`config.mk`:
```
export PLATFORM = sky130hd
export DESIGN_NAME = fact_gpio_responder_flat
export DESIGN_NICKNAME = d
export VERILOG_FILES = /design/src/rtl/fact_gpio_responder_pkg.sv /design/src/rtl/fact_gpio_responder_if.sv /design/src/rtl/fact_gpio_responder_mul_shift_add.sv /design/src/rtl/fact_gpio_responder.sv /design/src/flat_wrapper.sv
export SDC_FILE = /design/constraint.sdc
export NUM_CORES = 1
export LEC_CHECK = 0
export ABC_AREA = 1
export BUFFER_PORTS_ARGS = -buffer_cell sky130_fd_sc_hd__buf_2
export CAP_MARGIN = 15
export CORE_MARGIN = 2
export CORE_UTILIZATION = 45
export CTS_CLUSTER_SIZE = 25
export DETAILED_ROUTE_END_ITERATION = 6
export GPL_TIMING_DRIVEN = 0
export PLACE_DENSITY = 0.6
export REMOVE_ABC_BUFFERS = 1
export SETUP_SLACK_MARGIN = 0.4
export SYNTH_ARGS = -nofsm -noshare
export SYNTH_HDL_FRONTEND = slang
export SYNTH_HIERARCHICAL = 1
export SYNTH_SLANG_ARGS = --single-unit
export TNS_END_PERCENT = 1
```
`constraint.sdc`:
```
create_clock -name clk -period 5.1 [get_ports clk]
set_input_delay 0.765 -clock clk [delete_from_list [all_inputs] [get_ports clk]]
set_output_delay 0.765 -clock clk [all_outputs]
set_load 0.02 [all_outputs]
```
`src/rtl/fact_gpio_responder_pkg.sv`:
```
// rtl/fact_gpio_responder_pkg.sv - shared types, defaults and status packing for the factorial responder
package fact_gpio_responder_pkg;

  localparam int CNT_W_DEF   = 4;
  localparam int RES_W_DEF   = 29;
  localparam int GO_BIT_DEF  = 4;
  localparam int RES_FIELD_W = 29;

  localparam int ST_DONE_BIT = 31;
  localparam int ST_ERR_BIT  = 30;
  localparam int ST_BUSY_BIT = 29;

  typedef enum logic [1:0] {
    ST_IDLE = 2'd0,
    ST_EVAL = 2'd1,
    ST_MUL  = 2'd2,
    ST_DONE = 2'd3
  } state_e;

  function automatic logic [31:0] pack_status(input logic done, input logic err, input logic busy,
                                              input logic [RES_FIELD_W-1:0] res);
    logic [31:0] s;
    s = {{(32 - RES_FIELD_W){1'b0}}, res};
    s[ST_DONE_BIT] = done;
    s[ST_ERR_BIT]  = err;
    s[ST_BUSY_BIT] = busy;
    return s;
  endfunction

endpackage

```
`src/rtl/fact_gpio_responder_if.sv`:
```
// rtl/fact_gpio_responder_if.sv - CPU general-purpose port pair: command out, status back
interface fact_gpio_responder_if;

  logic [31:0] gp_cmd;
  logic [31:0] gp_status;

  modport master (output gp_cmd, input gp_status);
  modport slave  (input gp_cmd, output gp_status);

endinterface

```
`src/rtl/fact_gpio_responder_mul_shift_add.sv`:
```
// rtl/fact_gpio_responder_mul_shift_add.sv - sequential shift-add multiplier, one multiplier bit per cycle
// The start cycle performs the first step, so valid rises exactly CNT_W cycles after start.
module mul_shift_add #(
  parameter int RES_W = 29,
  parameter int CNT_W = 4
) (
  input  logic             clk,
  input  logic             rst,
  input  logic             start_i,
  input  logic [RES_W-1:0] a_i,
  input  logic [CNT_W-1:0] b_i,
  output logic             busy_o,
  output logic             valid_o,
  output logic [RES_W-1:0] product_o,
  output logic             ovf_o
);

  localparam int FULL_W = RES_W + CNT_W;
  localparam int CW     = $clog2(CNT_W + 1);

  logic [FULL_W-1:0] mcand_q, sum_q;
  logic [CNT_W-1:0]  mplier_q;
  logic [CW-1:0]     cnt_q;
  logic              busy_q, valid_q;

  logic [FULL_W-1:0] mcand_d, sum_d;
  logic [CNT_W-1:0]  mplier_d;
  logic [CW-1:0]     cnt_d;

  always_comb begin
    mcand_d  = start_i ? FULL_W'(a_i) : mcand_q;
    mplier_d = start_i ? b_i : mplier_q;
    sum_d    = start_i ? '0 : sum_q;
    cnt_d    = start_i ? CW'(1) : cnt_q + CW'(1);
  end

  always_ff @(posedge clk or posedge rst) begin
    if (rst) begin
      mcand_q  <= '0;
      sum_q    <= '0;
      mplier_q <= '0;
      cnt_q    <= '0;
      busy_q   <= 1'b0;
      valid_q  <= 1'b0;
    end else begin
      valid_q <= 1'b0;
      if (start_i || busy_q) begin
        sum_q    <= sum_d + (mplier_d[0] ? mcand_d : '0);
        mcand_q  <= mcand_d << 1;
        mplier_q <= mplier_d >> 1;
        cnt_q    <= cnt_d;
        busy_q   <= (cnt_d != CW'(CNT_W));
        valid_q  <= (cnt_d == CW'(CNT_W));
      end
    end
  end

  assign busy_o    = busy_q;
  assign valid_o   = valid_q;
  assign product_o = sum_q[RES_W-1:0];
  assign ovf_o     = |sum_q[FULL_W-1:RES_W];

endmodule

```
`src/rtl/fact_gpio_responder.sv`:
```
// rtl/fact_gpio_responder.sv - GPIO factorial coprocessor: n + GO in, n! with DONE/ERR/BUSY out
// Counts k down from n, multiplying acc by k each pass; 4-phase GO/DONE handshake.
module fact_gpio_responder
  import fact_gpio_responder_pkg::*;
#(
  parameter int CNT_W  = CNT_W_DEF,
  parameter int RES_W  = RES_W_DEF,
  parameter int GO_BIT = GO_BIT_DEF
) (
  input logic                  clk,
  input logic                  rst,
  fact_gpio_responder_if.slave gp
);

  state_e           state_q;
  logic             go_q, done_q, err_q, busy_q;
  logic [RES_W-1:0] acc_q, result_q;
  logic [CNT_W-1:0] k_q;

  logic             go_d;
  logic [CNT_W-1:0] n_d;
  logic             mul_start_d;
  logic             mul_busy_unused, mul_valid, mul_ovf;
  logic [RES_W-1:0] mul_product;
  logic             unused_cmd_bits;

  assign go_d        = gp.gp_cmd[GO_BIT];
  assign n_d         = gp.gp_cmd[CNT_W-1:0];
  assign mul_start_d = (state_q == ST_EVAL) && go_d && (k_q > CNT_W'(1));

  mul_shift_add #(
    .RES_W (RES_W),
    .CNT_W (CNT_W)
  ) u_mul (
    .clk       (clk),
    .rst       (rst),
    .start_i   (mul_start_d),
    .a_i       (acc_q),
    .b_i       (k_q),
    .busy_o    (mul_busy_unused),
    .valid_o   (mul_valid),
    .product_o (mul_product),
    .ovf_o     (mul_ovf)
  );

  // go_q resets high so a GO level held across reset release is not seen as a rising edge
  always_ff @(posedge clk or posedge rst) begin
    if (rst) begin
      state_q  <= ST_IDLE;
      go_q     <= 1'b1;
      done_q   <= 1'b0;
      err_q    <= 1'b0;
      busy_q   <= 1'b0;
      result_q <= '0;
      acc_q    <= '0;
      k_q      <= '0;
    end else begin
      go_q <= go_d;
      case (state_q)
        ST_IDLE: begin
          if (go_d && !go_q) begin
            k_q     <= n_d;
            acc_q   <= RES_W'(1);
            busy_q  <= 1'b1;
            done_q  <= 1'b0;
            err_q   <= 1'b0;
            state_q <= ST_EVAL;
          end
        end
        ST_EVAL: begin
          if (!go_d) begin
            busy_q  <= 1'b0;
            done_q  <= 1'b0;
            err_q   <= 1'b0;
            state_q <= ST_IDLE;
          end else if (k_q <= CNT_W'(1)) begin
            result_q <= acc_q;
            busy_q   <= 1'b0;
            done_q   <= 1'b1;
            state_q  <= ST_DONE;
          end else begin
            state_q <= ST_MUL;
          end
        end
        ST_MUL: begin
          // abort wins over a write-back landing on the same edge
          if (!go_d) begin
            busy_q  <= 1'b0;
            done_q  <= 1'b0;
            err_q   <= 1'b0;
            state_q <= ST_IDLE;
          end else if (mul_valid) begin
            if (mul_ovf) begin
              err_q    <= 1'b1;
              result_q <= '0;
              busy_q   <= 1'b0;
              done_q   <= 1'b1;
              state_q  <= ST_DONE;
            end else begin
              acc_q   <= mul_product;
              k_q     <= k_q - CNT_W'(1);
              state_q <= ST_EVAL;
            end
          end
        end
        ST_DONE: begin
          if (!go_d) begin
            done_q  <= 1'b0;
            state_q <= ST_IDLE;
          end
        end
        default: state_q <= ST_IDLE;
      endcase
    end
  end

  assign gp.gp_status    = pack_status(done_q, err_q, busy_q, RES_FIELD_W'(result_q));
  assign unused_cmd_bits = ^{gp.gp_cmd, mul_busy_unused};

endmodule

```
`src/flat_wrapper.sv`:
```
// flat-port wrapper written by rule: the top's interface ports become plain ports
module fact_gpio_responder_flat import fact_gpio_responder_pkg::*;
#(
  parameter int CNT_W  = CNT_W_DEF,
  parameter int RES_W  = RES_W_DEF,
  parameter int GO_BIT = GO_BIT_DEF
)
  (clk, rst, gp_gp_cmd, gp_gp_status);
  fact_gpio_responder_if gp_i ();
  input logic clk;
  input logic rst;
  input wire logic [$bits(gp_i.gp_cmd)-1:0] gp_gp_cmd;
  output wire logic [$bits(gp_i.gp_status)-1:0] gp_gp_status;
  assign gp_i.gp_cmd = gp_gp_cmd;
  assign gp_gp_status = gp_i.gp_status;
  fact_gpio_responder #(.CNT_W(CNT_W), .RES_W(RES_W), .GO_BIT(GO_BIT)) u_core (.clk(clk), .rst(rst), .gp(gp_i));
endmodule
```
==> impl_results.md <==
- Critical Path End Type: register
- Row count: 53
- Final Hold Viols: 0
- CTS tree: built
- Final period util: 83.0%
- Chip width: 150 um
- Gpl congestion: 0.913
- Syn_area_per_cell: 6.58 um^2
- Clock Tree Root: clkbuf_16
- Routed wire length: 23.3 mm
- Cell taking the most area after synthesis: dfrtp_1
- Worst-path cell chain: inv_1, ha_1, nand2_1, inv_1, nand2_1, inv_6, buf_16, inv_2, o21ai_4, buf_12, nand2_1, fa_1, inv_1, nand2_1, a21oi_1, nand2_1, nand3_2, nand2_1, nand2_1, nand2_1, nand3_1, nand2_1
- Setup violators final: 0
- Maximum vdd drop: 290 uV
- P per Cell Area: 454 nW/um^2
- Max_cap viols: 0
- DRC viols: 0
- FMAX: 236 MHz
- Hold Crit Class: input pin to asynchronous set/reset pin
- Fin Clk Skew: 0.0125 ns
- Port bufs: 38
- Register area: 3530 um^2
- Via count: 8178
- Commonest cells post-synth: nand2_1, inv_1, dfrtp_1
- Number of synthesized flops with an enable pin: 0
- Warnings from Yosys: 6
- Post-route ant nets: 0
- Total Routing Usage GR: 22.0%
- Design Area, Final: 10500 um^2
- Leakage Power: 5.89 nW
- Multi-input gate area: 4600 um^2
- Slowest CP cell: fa_1
- Number of placed cells counting well taps: 1691
- Slew @ Worst Pin: 1.18 ns
- Nets: 1513
- Slew margin rel.: 21.4%
- Final Non-Filler Cells: 1725
- Vias per inst: 4.74
- Unrepaired setup endpoints after global routing: no
- Largest net degree at the start of global routing: 101
- Startpoint Class: register
- Longest Clk Path Bufs: 2
- Crit-path most repeated cell: nand2_1
- Post-detail-place hpwl: 16.7 mm
- Max incr delay on CP: 0.44 ns
- #FFs+latches synth: 141
- Filler cell count: 2169
- Distinct cells, synth: 32
- CTS Sinks: 141
- Share of layout cells above drive strength 1: 8.28%
- Die area: 22400 um^2
- Clk slew on worst S/H paths: 0.06 ns
- Ys flop type: dfrtp_1
- # diodes: 0
- Seq/Total Area, Yosys: 36.9%
- Tmin final: 4.23 ns
- Die Height: 150 um
- WP data arrival: 4.55 ns
- Top-Level Pins: 66
- First-pass GRT wire length: 39.0 mm
- Req. time, crit path: 5.42 ns
- Mapped cell area: 9560 um^2
- Antenna violations before repair: 0
- Most numerous cell in the Yosys netlist: nand2_1
- Async S/R FF share, synth: 100%
- Max FO, Critical Path: 62
- Vias in the first global route: 7713
- Wirelength per Cell: 13.5 um
- Iter 0 DRT Violations: 528
- Crit Path Category: register to register
- Worst skew pair latency: 0.44 ns
- Max-slew violations: 0
- H-tree levels: 4
- Post-Place Cell Area: 9800 um^2
- Synth-to-layout area growth: 9.35%
- Cts hold-fix bufs: 0
- Synth area leaders: dfrtp_1, nand2_1, inv_1, o21ai_0, ha_1
- CTS Buf Count: 17
- Status: finished clean
- Reg2Reg Depth: 22
- First drt pass iteration count: 5
- Initial Utilization: 45.6%
- Gr ovfl total: 0
- Core ar.: 21000 um^2
- Share of the synthesized area in the top cell type: 36.6%
- Cells after Synth: 1453
==> area by class of cell <==
cell class,instances,area share (%)
multi-input combinational,977,44.0
timing repair buffer,47,3.78
inverter,253,9.20
sequential,141,33.7
clock inverter,14,1.76
tap,275,3.29
clock buffer,18,4.20
==> cell families (layout without fill, tap and decap cells) <==
group | count (synthesis) | count (layout) | synth area share (%)
simple gates | 771 | 771 | 33.2
buf+inv | 335 | 332 | 15.1
compound gates | 159 | 159 | 8.69
flops | 141 | 141 | 36.9
fa+ha+maj | 42 | 42 | 5.57
xor+xnor | 5 | 5 | 0.458
==> placed cells by master, fill, tap and decap left out, types with 7 or more instances in the layout <==
master | netlist | layout
o22ai_1 | 8 | 8
o21ai_0 | 111 | 111
dfrtp_1 | 140 | 140
nand3_2 | 7 | 7
nand2_1 | 562 | 562
nor2_1 | 95 | 94
inv_2 | 8 | 7
ha_1 | 41 | 40
inv_1 | 245 | 242
nand3_1 | 50 | 50
nand3b_1 | 29 | 29
a21oi_1 | 25 | 25
buf_2 | 23 | 38
nand2_2 | 14 | 14
clkbuf_16 | 0 | 17
==> final timing paths <==
| path | startpoint | endpoint | slack (ns) |
|---|---|---|---|
| setup reg to reg | u_core/state_q[1]$_DFFE_PP0P_ | u_core/u_mul/sum_q[28]$_DFFE_PP0N_ | 0.87 |
| min in group clk | u_core/result_q[14]$_DFFE_PP0P_ | u_core/result_q[14]$_DFFE_PP0P_ | 0.46 |
| hold / removal | rst | u_core/acc_q[26]$_DFFE_PP0P_ | 0.32 |
| setup / recovery | u_core/state_q[1]$_DFFE_PP0P_ | u_core/u_mul/sum_q[28]$_DFFE_PP0N_ | 0.87 |
| hold reg to reg | u_core/result_q[14]$_DFFE_PP0P_ | u_core/result_q[14]$_DFFE_PP0P_ | 0.46 |
| max in group asynchronous | rst | u_core/u_mul/mcand_q[8]$_DFFE_PP0N_ | 4.16 |
==> where the power goes <==
part           switching [mW]  internal [mW]
Clock                   0.538          0.794
Sequential              0.149           1.37
Combinational            1.34          0.553
Total                    2.02           2.72
==> state kept, by name, indices dropped and copies added (netlist names) <==
name and count:
u_core/acc_q 29, u_core/busy_q 1, u_core/done_q 1, u_core/err_q 1, u_core/go_q 1, u_core/k_q 4, u_core/result_q 29, u_core/state_q 2
u_core/u_mul/busy_o 1, u_core/u_mul/cnt_q 3, u_core/u_mul/mcand_q 32, u_core/u_mul/mplier_q 3, u_core/u_mul/sum_q 33, u_core/u_mul/valid_o 1
==> critical path: cells and delay by family, from the launching register on <==
family | cells | cell delay (ns)
fa+ha+maj | 2 | 0.66
simple gates | 11 | 1.18
buf+inv | 7 | 1.26
flops | 1 | 0.43
compound gates | 2 | 0.51
==> layer usage <==
layer | up-vias | global-route usage (%) | share of wire [%]
met5 | - | 0 | 0
met4 | 0 | 5.57 | 1.1
met3 | 18 | 2.74 | 2.9
met2 | 143 | 34.0 | 43
met1 | 3675 | 32.6 | 53
li1 | 4342 | - | -
==> what timing repair did <==
action,in CTS,in global routing
resized for setup,0,2
buffers inserted,0,2
endpoints found under the setup margin,0,19
==> stage by stage <==
step                util (%)  total power [mW]  setup slack, ns  TNS [ns]  hold WS (ns)
floorplan                  -              2.74            0.319         0         0.449
global placement        45.8              3.26            -2.85   -175.88         0.449
detailed placement      46.8              3.39            0.290         0         0.453
CTS                     49.7              4.75            0.462         0         0.323
global route            49.9              5.12            0.548         0         0.334
finish                  49.9              4.74            0.866         0         0.317
No activity file was read; power rests on OpenSTA's default activity.
